### config.mk
export PLATFORM = sky130hd
export DESIGN_NAME = multi_edge_detector
export DESIGN_NICKNAME = d
export VERILOG_FILES = /design/src/rtl/multi_edge_detector.sv
export SDC_FILE = /design/constraint.sdc
export NUM_CORES = 1
export LEC_CHECK = 0
export BUFFER_PORTS_ARGS = -buffer_cell sky130_fd_sc_hd__buf_2
export CORE_ASPECT_RATIO = 0.6
export CORE_MARGIN = 3
export CORE_UTILIZATION = 43
export DETAILED_ROUTE_END_ITERATION = 16
export PLACE_DENSITY = 0.72
export RECOVER_POWER = 25
export SKIP_CTS_REPAIR_TIMING = 1
export SYNTH_ARGS = -nofsm -noshare
export SYNTH_HDL_FRONTEND = slang
export SYNTH_SLANG_ARGS = --single-unit
### constraint.sdc
create_clock -name clk -period 1.26 [get_ports clk]
set_input_delay 0 -clock clk [delete_from_list [all_inputs] [get_ports clk]]
set_output_delay 0 -clock clk [all_outputs]
set_load 0.02 [all_outputs]
### src/rtl/multi_edge_detector.sv
// Multi-channel edge detector: per-channel synchroniser, debounce filter,
// registered rise/fall pulses, mode-qualified event and software-cleared sticky flag.
module multi_edge_detector #(
  parameter int unsigned WIDTH       = 4,
  parameter int unsigned SYNC_STAGES = 2,
  parameter int unsigned DEBOUNCE    = 4
) (
  input  logic                 clk,
  input  logic                 rst_n,
  input  logic [WIDTH-1:0]     in,
  input  logic [2*WIDTH-1:0]   mode,
  input  logic [WIDTH-1:0]     clr,
  output logic [WIDTH-1:0]     pos,
  output logic [WIDTH-1:0]     neg,
  output logic [WIDTH-1:0]     evt,
  output logic [WIDTH-1:0]     sticky,
  output logic                 any
);

  localparam int unsigned DEB_EFF = (DEBOUNCE == 0) ? 1 : DEBOUNCE;
  localparam int unsigned CNT_W   = $clog2(DEB_EFF) + 1;
  localparam logic [CNT_W-1:0] CNT_MAX = CNT_W'(DEB_EFF - 1);

  logic [SYNC_STAGES-1:0][WIDTH-1:0] r_sync;
  logic [WIDTH-1:0]                  r_state;
  logic [WIDTH-1:0][CNT_W-1:0]       r_cnt;
  logic [WIDTH-1:0]                  r_pos;
  logic [WIDTH-1:0]                  r_neg;
  logic [WIDTH-1:0]                  r_sticky;

  logic [WIDTH-1:0]                  w_synced;
  logic [WIDTH-1:0]                  w_state_nxt;
  logic [WIDTH-1:0][CNT_W-1:0]       w_cnt_nxt;
  logic [WIDTH-1:0]                  w_pos_nxt;
  logic [WIDTH-1:0]                  w_neg_nxt;
  logic [WIDTH-1:0]                  w_evt;

  assign w_synced = r_sync[SYNC_STAGES-1];

  // Debounce: the accepted state flips only after DEB_EFF consecutive mismatches
  always_comb begin
    w_state_nxt = r_state;
    w_cnt_nxt   = '0;
    w_pos_nxt   = '0;
    w_neg_nxt   = '0;
    for (int unsigned i = 0; i < WIDTH; i++) begin
      if (w_synced[i] != r_state[i]) begin
        if (r_cnt[i] == CNT_MAX) begin
          w_state_nxt[i] = w_synced[i];
          w_pos_nxt[i]   = w_synced[i];
          w_neg_nxt[i]   = ~w_synced[i];
        end else begin
          w_cnt_nxt[i] = r_cnt[i] + CNT_W'(1);
        end
      end
    end
  end

  // Event qualification uses the live mode so a mode change acts in the same cycle
  always_comb begin
    w_evt = '0;
    for (int unsigned i = 0; i < WIDTH; i++) begin
      w_evt[i] = (r_pos[i] & mode[2*i]) | (r_neg[i] & mode[2*i+1]);
    end
  end

  always_ff @(posedge clk) begin
    if (!rst_n) begin
      r_sync   <= '0;
      r_state  <= '0;
      r_cnt    <= '0;
      r_pos    <= '0;
      r_neg    <= '0;
      r_sticky <= '0;
    end else begin
      r_sync[0] <= in;
      for (int unsigned k = 1; k < SYNC_STAGES; k++) begin
        r_sync[k] <= r_sync[k-1];
      end
      r_state  <= w_state_nxt;
      r_cnt    <= w_cnt_nxt;
      r_pos    <= w_pos_nxt;
      r_neg    <= w_neg_nxt;
      // Set dominates clear so an event coinciding with clr is not lost
      r_sticky <= (r_sticky & ~clr) | w_evt;
    end
  end

  assign pos    = r_pos;
  assign neg    = r_neg;
  assign evt    = w_evt;
  assign sticky = r_sticky;
  assign any    = |r_sticky;

endmodule

==> impl_metrics.yaml, run 1 <==
layout:
  layout.cells.non_filler: 195
  multi_input_comb_area_um2: 647
  fin_util_pct: 64.4
  ant_diodes: 0
  finalNetCount: 180
  final_common_cell: "sky130_fd_sc_hd__dfxtp_1"
  most_used_cells_in_the_layout_excluding_fill_and_tap_cells: "sky130_fd_sc_hd__dfxtp_1, sky130_fd_sc_hd__buf_2, sky130_fd_sc_hd__nor3b_2"
  ff_latch_area_um2: 722
  fillCellCount: 226
  drive_gt1_share_pct: 41.9
  area.growth.synth_to_final_pct: 32.0
sta:
  finalMaxSlewViolations: 0
  worst_slew_pin_slew_ps: 529
  setup_viol: 1
  timing.fmax_mhz: 785
  fin_crit_sh_pct: 101
  report.final.hold_viol_count: 0
  fin_setup_tns_ps: -13.1
  timing.slew.headroom_pct: 64.8
  fin_worst_skew_ps: 5.24
  fin_crit_ps: 1270
  rsz0062_at_grt: "yes"
  finalWorstSetupSlack_ps: -13.1
floorplan:
  initial_cell_density_of_the_core_pct: 48.8
  die-width_um: 77.4
  fp.dieH_um: 48.9
  design.portCount: 35
  row_count: 14
  core_um2: 2700
  fp.dieArea_um2: 3780
global_route:
  antenna_found_initial: 0
  first_pass_grt_wire_length_um: 3770
  grt_remaining_overflow: 0
  first_global_vias: 901
  maximum_number_of_pins_on_one_net_before_global_route_repair: 25
  globalRouteTotalUtil_pct: 12.5
detailed_routing:
  total_via_count_after_detailed_routing: 908
  first_iter_violations: 11
  drt-wirelength-per-cell_um: 11.7
  viasPerCell: 4.66
  final_routed_wirelength_across_all_metal_layers_um: 2290
  drtAntennaViolNets: 0
  drc: 0
  pre_antenna_drt_iters: 2
setup_path:
  path_cells: "or4_4 > buf_6"
  worst-endpoint-required_ps: 1260
  timing.critical_path.arrival_ps: 1270
  worst-r2r-cell-count: 4
  cp_num_buf_inv: 1
  critical_path.reg2reg.endpoint: "r_cnt[3]"
  crit_path_end_kind: "output pin"
  critical-path-slowest-cell: "sky130_fd_sc_hd__or4_4"
  critical_path_class: "register to output pin"
  r2r_slack_ps: 50
  worst_flop_to_flop_path_startpoint: "r_cnt[3]"
  worst_stage_delay_on_the_critical_path_ps: 520
  critical_path.max_fanout: 3
  critPathTopFamily: "simple AND/OR/NAND/NOR gates"
  critPathLaunchType: "register"
yosys:
  synth-async-reset-ratio_pct: 0
  synth_cell_types: 17
  syn-mean-instance-area_um2: 11.9
  synth-edff-count: 0
  syn-num-nets: 137
  synth-seq-cells: 36
  synth_cells: 111
  ys_dominant_reg_cell: "sky130_fd_sc_hd__dfxtp_1"
  synth_seq_area_share_pct: 54.8
  syn-cell-area_um2: 1320
  synth_warnings: 0
clock_tree:
  tritoncts: "yes"
  cts_inserted_buffers: 5
  clk_latency_ps: 280
  cts_num_sinks: 36
  ctsLongestPathBuffers: 2
  clkSlewWorstSetupHoldPaths_ps: 70
  cts-root-buf: "sky130_fd_sc_hd__clkbuf_8"
  h-tree-depth: 2
power_and_ir_drop:
  power.internal_mw: 1.64
  total_leakage_power_nw: 0.689
  netSwitchingPower_mw: 0.430
  clock_power_share_pct: 39.5
  seq_power_share_pct: 56.3
  share_comb_of_total_power_pct: 4.3
  max-vdd-ir-drop_mv: 0.873
  switching_share_pct: 20.8
  power_per_cell_area_nw_per_um2: 1190
  finalPower_mw: 2.07
worst_hold_path:
  timing.hold.worst.class: "primary input to register"
  whs_path_depth: 3
  hold_path.startpoint: "clr[3]"
  whs_endpoint: "sticky[3]"
placement:
  globalplace.congestion: 0.770
  place_inst: 183
  placement.io_buffers: 34
  dp_hpwl_um: 1690
  place_worst_setup_slack_ps: 12.9
status:
  violations: "negative setup slack"
  run_status: "complete, but fails checks"
flow_run:
  max-cap-violations: 0
-- area by class of cell --
cell class	count	share of cell area [%]
clock buffer	6	4.75
clock inverter	2	0.576
inverter	4	0.864
multi-input combinational	69	37.2
sequential	36	41.5
tap	40	2.88
timing repair buffer	38	12.2
-- worst reg2reg max path, cell delays in order, from the launching register on --
cell,delay [ps]
sky130_fd_sc_hd__dfxtp_1,330
sky130_fd_sc_hd__ha_1,210
sky130_fd_sc_hd__ha_1,240
sky130_fd_sc_hd__nand2b_4,170
sky130_fd_sc_hd__nor3_2,180
-- synthesized netlist by cell type, drive strengths merged, types with 4 or more instances --
library cell	instances	share of area, %
nand2	4	1.9
inv	4	1.1
a22o	4	2.7
mux2i	4	3.0
nor3	8	3.0
ha	8	7.6
and2	8	3.8
dfxtp	36	55
nor3b	12	9.9
nand2b	4	1.9
nor2b	8	3.8
xnor2	4	2.7
o21a	4	2.3
-- sequential cells by signal, indices dropped and copies added, names as in the netlist --
name	flops
r_state	4
sticky	4
pos	4
r_cnt	12
w_synced	4
neg	4
r_sync	4
-- power by group through the flow --
stage	Clock, mW	Sequential [mW]	Combinational, mW
2_1_floorplan	0	1.19	0.0359
6_report	0.816	1.16	0.0879
3_5_place_dp	0	1.19	0.0666
3_3_place_gp	0	1.19	0.0623
4_1_cts	0.839	1.16	0.0673
5_1_grt	0.900	1.16	0.0988
-- logic make-up (layout without fill, tap and decap cells) --
group | count (synthesis) | after routing | share of synthesized area [%]
AND/OR/NAND/NOR | 45 | 45 | 24.9
flip-flops | 36 | 36 | 54.8
adder cells (fa/ha/maj) | 8 | 8 | 7.60
AO/OA/AOI/OAI | 8 | 8 | 4.94
buffers and inverters | 6 | 50 | 2.09
XOR/XNOR | 4 | 4 | 2.66
multiplexers | 4 | 4 | 3.04
-- per-layer routing --
layer	vias to the layer above	track usage, %	wire (um)
li1	463	-	-
met4	0	2.66	10
met5	-	0	0
met1	415	13.1	1010
met2	27	22.3	1100
met3	3	6.64	166
-- per-stage QoR --
| stage | cell area (um^2) | hold slack (ps) |
|---|---|---|
| after floorplan | 1320 | 127 |
| after global placement | 1520 | 205 |
| after detailed placement | 1520 | 210 |
| after CTS | 1620 | -82.1 |
| after global routing | 1740 | 19.9 |
| final | 1740 | 28.3 |
-- worst max path at each step --
stage / start / to / slack [ps] / cells past startpoint
final: sticky[2] / any / -10 / 2
after CTS: sticky[2] / any / -30 / 2
after global placement: r_cnt[9] / r_cnt[10] / 120 / 4
after global routing: sticky[2] / any / -60 / 2
after floorplan: r_cnt[9] / r_cnt[10] / 170 / 4
after detailed placement: r_cnt[3] / r_cnt[3] / 10 / 4
Note: power is estimated with default switching activity, not from simulation.
==> run 2, diff against run 1 <==
- TNS_END_PERCENT: unset -> 1
==> impl_metrics.yaml, run 2 (same netlist as run 1, synthesis figures left out) <==
status:
  run_status: "complete, but fails checks"
  violations: "negative setup slack"
global_route:
  grt_remaining_overflow: 0
  globalRouteTotalUtil_pct: 12.5
  first_pass_grt_wire_length_um: 3770
  first_global_vias: 901
  antenna_found_initial: 0
  maximum_number_of_pins_on_one_net_before_global_route_repair: 25
clock_tree:
  h-tree-depth: 2
  clk_latency_ps: 270
  cts-root-buf: "sky130_fd_sc_hd__clkbuf_8"
  cts_inserted_buffers: 5
  clkSlewWorstSetupHoldPaths_ps: 70
  ctsLongestPathBuffers: 2
  cts_num_sinks: 36
  tritoncts: "yes"
layout:
  fin_util_pct: 63.5
  area.growth.synth_to_final_pct: 30.2
  largest_reg_flops: 12
  drive_gt1_share_pct: 40.0
  largest_register: "r_cnt"
  final_common_cell: "sky130_fd_sc_hd__dfxtp_1"
  finalNetCount: 180
  fillCellCount: 230
  most_used_cells_in_the_layout_excluding_fill_and_tap_cells: "sky130_fd_sc_hd__dfxtp_1, sky130_fd_sc_hd__buf_2, sky130_fd_sc_hd__nor3b_2"
  ant_diodes: 0
power_and_ir_drop:
  power_per_cell_area_nw_per_um2: 1200
  switching_share_pct: 20.5
  total_leakage_power_nw: 0.689
  share_comb_of_total_power_pct: 4.1
  max-vdd-ir-drop_mv: 0.861
  netSwitchingPower_mw: 0.422
  finalPower_mw: 2.06
  clock_power_share_pct: 39.4
  seq_power_share_pct: 56.6
  power.internal_mw: 1.63
detailed_routing:
  pre_antenna_drt_iters: 3
  total_via_count_after_detailed_routing: 906
  viasPerCell: 4.65
  drtAntennaViolNets: 0
  first_iter_violations: 13
  drt-wirelength-per-cell_um: 11.7
  drc: 0
  final_routed_wirelength_across_all_metal_layers_um: 2270
worst_hold_path:
  whs_path_depth: 3
  hold_path.startpoint: "clr[3]"
  timing.hold.worst.class: "primary input to register"
sta:
  timing.slew.headroom_pct: 68.3
  fin_crit_sh_pct: 101
  finalMaxSlewViolations: 0
  worst_slew_pin_slew_ps: 475
  report.final.hold_viol_count: 0
  timing.fmax_mhz: 785
  fin_crit_ps: 1270
  fin_worst_skew_ps: 4.19
  rsz0062_at_grt: "yes"
  setup_viol: 1
  fin_worst_hold_slack_ps: 27.1
  finalWorstSetupSlack_ps: -13.4
  fin_setup_tns_ps: -13.4
floorplan:
  core_um2: 2700
  fp.dieArea_um2: 3780
  design.portCount: 35
  fp.dieH_um: 48.9
  die-width_um: 77.4
  row_count: 14
  initial_cell_density_of_the_core_pct: 48.8
setup_path:
  critPathLaunch: "sticky[2]"
  critical_path.max_fanout: 3
  worst-r2r-cell-count: 4
  worst_flop_to_flop_path_startpoint: "r_cnt[0]"
  crit_path_end_kind: "output pin"
  timing.critical_path.arrival_ps: 1270
  worst-endpoint-required_ps: 1260
  critPathLaunchType: "register"
  critical_path_class: "register to output pin"
placement:
  globalplace.congestion: 0.770
  dp_hpwl_um: 1690
  place_worst_setup_slack_ps: 12.9
  placement.io_buffers: 34
flow_run:
  max-cap-violations: 0
run 2: stage by stage:
step                      instances  cell area [um^2]
final                           195              1710
after global routing            195              1710
after CTS                       191              1620
after detailed placement        183              1520
after global placement          183              1520
after floorplan                 111              1320
run 2: worst paths after layout:
path	end	slack [ps]
setup / recovery	any	-10
setup reg to reg	r_cnt[0]	40
hold / removal	sticky[3]	30
hold reg to reg	r_cnt[9]	430
run 2: power groups by stage:
stage	sequential, mW	clock, mW	combinational (mW)
floorplan	1.19	0	0.0359
global placement	1.19	0	0.0623
detailed placement	1.19	0	0.0666
CTS	1.16	0.839	0.0673
global route	1.16	0.900	0.0938
finish	1.16	0.810	0.0834
run 2: area by class of cell:
class / count / area (um^2) / area share, %
clock buffers: 6 / 82.6 / 4.82
flip-flops and latches: 36 / 722 / 42.1
clock inverters: 2 / 10.0 / 0.584
well taps: 40 / 50.0 / 2.92
multi-input cells: 69 / 622 / 36.3
repair buffers: 38 / 213 / 12.4
inverters: 4 / 15.0 / 0.876
run 2: worst max-delay path: stages, from the launching register on:
cell and delay, ps:
sky130_fd_sc_hd__dfxtp_2 330, sky130_fd_sc_hd__or4_4 520, sky130_fd_sc_hd__buf_6 150
run 2: routing by layer:
layer  up-vias  global-route usage [%]  part of all wire, %
met5         -                       0                    0
met2        25                    22.3                   49
li1        464                       -                    -
met1       415                    13.1                   43
met3         2                    6.64                  7.3
met4         0                    2.66                 0.48
==> run 3, diff against run 2 <==
- PLACE_DENSITY: 0.72 -> 0.67
- TNS_END_PERCENT: 1 -> unset
==> impl_metrics.yaml, run 3 (same netlist as run 1, synthesis figures left out) <==
placement:
  dp_hpwl_um: 1780
  globalplace.congestion: 0.762
  placement.io_buffers: 34
  place_worst_setup_slack_ps: 0.194
detailed_routing:
  drt-wirelength-per-cell_um: 12.5
  viasPerCell: 4.70
  total_via_count_after_detailed_routing: 916
  drc: 0
  pre_antenna_drt_iters: 4
  first_iter_violations: 8
  drtAntennaViolNets: 0
  final_routed_wirelength_across_all_metal_layers_um: 2440
setup_path:
  critical-path-slowest-cell: "sky130_fd_sc_hd__or4_4"
  critical_path.reg2reg.endpoint: "r_cnt[0]"
  crit_path_end_kind: "output pin"
  critical_path.max_fanout: 3
  worst-endpoint-required_ps: 1260
  worst-r2r-cell-count: 4
  r2r_slack_ps: 60
  worst_flop_to_flop_path_startpoint: "r_cnt[0]"
  worst_stage_delay_on_the_critical_path_ps: 520
  timing.critical_path.arrival_ps: 1270
  critical_path_class: "register to output pin"
  path_cells: "or4_4 > buf_6"
  critPathLaunchType: "register"
power_and_ir_drop:
  power_per_cell_area_nw_per_um2: 1210
  share_comb_of_total_power_pct: 4.1
  total_leakage_power_nw: 0.688
  switching_share_pct: 20.6
  seq_power_share_pct: 56.2
  clock_power_share_pct: 39.7
  netSwitchingPower_mw: 0.426
  power.internal_mw: 1.65
  max-vdd-ir-drop_mv: 0.834
global_route:
  antenna_found_initial: 0
  maximum_number_of_pins_on_one_net_before_global_route_repair: 25
  first_pass_grt_wire_length_um: 3840
  grt_remaining_overflow: 0
  first_global_vias: 881
  globalRouteTotalUtil_pct: 13.5
floorplan:
  initial_cell_density_of_the_core_pct: 48.8
  design.portCount: 35
  row_count: 14
  core_um2: 2700
  fp.dieH_um: 48.9
  die-width_um: 77.4
  fp.dieArea_um2: 3780
layout:
  fin_util_pct: 63.5
  area.growth.synth_to_final_pct: 30.0
  finalNetCount: 180
  most_used_cells_in_the_layout_excluding_fill_and_tap_cells: "sky130_fd_sc_hd__dfxtp_1, sky130_fd_sc_hd__buf_2, sky130_fd_sc_hd__nor3b_2"
  largest_register: "r_cnt"
  final_common_cell: "sky130_fd_sc_hd__dfxtp_1"
  largest_reg_flops: 12
  ant_diodes: 0
  drive_gt1_share_pct: 38.1
sta:
  fin_worst_skew_ps: 5.02
  rsz0062_at_grt: "yes"
  finalMaxSlewViolations: 0
  finalWorstSetupSlack_ps: -11.0
  fin_setup_tns_ps: -11.0
  setup_viol: 1
  worst_slew_pin_slew_ps: 531
  timing.slew.headroom_pct: 64.6
  report.final.hold_viol_count: 0
  timing.fmax_mhz: 787
  fin_crit_ps: 1270
  fin_crit_sh_pct: 101
clock_tree:
  h-tree-depth: 2
  cts-root-buf: "sky130_fd_sc_hd__clkbuf_8"
  clk_latency_ps: 280
  ctsLongestPathBuffers: 2
  cts_num_sinks: 36
  tritoncts: "yes"
  clkSlewWorstSetupHoldPaths_ps: 70
  cts_inserted_buffers: 5
flow_run:
  max-cap-violations: 0
status:
  run_status: "complete, but fails checks"
  violations: "negative setup slack"
worst_hold_path:
  whs_path_depth: 3
  timing.hold.worst.class: "primary input to register"
  hold_path.startpoint: "clr[2]"
  whs_endpoint: "sticky[2]"
run 3: changes by cell type in the layout (fill, tap and decap cells not counted), moves of 2 or more:
cell / before / now
sky130_fd_sc_hd__clkinv_2: 2 / 0
sky130_fd_sc_hd__nand2b_4: 2 / 4
sky130_fd_sc_hd__nand2b_1: 2 / 0
sky130_fd_sc_hd__clkbuf_1: 3 / 5
sky130_fd_sc_hd__nor3_1: 3 / 5
sky130_fd_sc_hd__nor3_2: 5 / 3
run 3: worst max-delay path: cells and delay by family, from the launching register on:
kind / cells / cell delay [ps]
buf+inv: 1 / 140
simple gates: 1 / 520
flops: 1 / 320
run 3: layout make-up:
class / instances / area [um^2]
repair buffers: 38 / 213
well taps: 40 / 50.0
inverters: 4 / 15.0
flip-flops and latches: 36 / 722
fillers: 226 / 986
multi-input cells: 69 / 622
clock buffers: 8 / 90.1
run 3: power groups by stage:
| stage | clock, mW | sequential, mW | combinational [mW] |
|---|---|---|---|
| final | 0.824 | 1.16 | 0.0849 |
| after global routing | 0.891 | 1.17 | 0.0950 |
| after CTS | 0.837 | 1.16 | 0.0666 |
| after detailed placement | 0 | 1.19 | 0.0665 |
| after global placement | 0 | 1.19 | 0.0629 |
| after floorplan | 0 | 1.19 | 0.0359 |
run 3: worst max path at each step:
stage,from,depth (start not counted),to
after global placement,r_cnt[6],4,r_cnt[8]
after CTS,sticky[2],2,any
after detailed placement,r_cnt[0],4,r_cnt[0]
after global routing,sticky[2],2,any
after floorplan,r_cnt[9],4,r_cnt[10]
final,sticky[2],2,any
run 3: through the flow:
stage | power (mW) | std cells | hold WS (ps) | area, um^2
finish | 2.07 | 195 | 18.4 | 1710
floorplan | 1.22 | 111 | 127 | 1320
global placement | 1.25 | 183 | 208 | 1520
detailed placement | 1.26 | 183 | 211 | 1520
global route | 2.15 | 195 | 29.5 | 1710
CTS | 2.07 | 191 | -86.2 | 1610
run 3: layer usage:
metal	routed length (um)	vias up	GRT usage, %
met3	182	8	6.09
met1	1010	416	14.0
met5	0	-	0
li1	-	461	-
met4	63	0	7.10
met2	1180	31	22.9
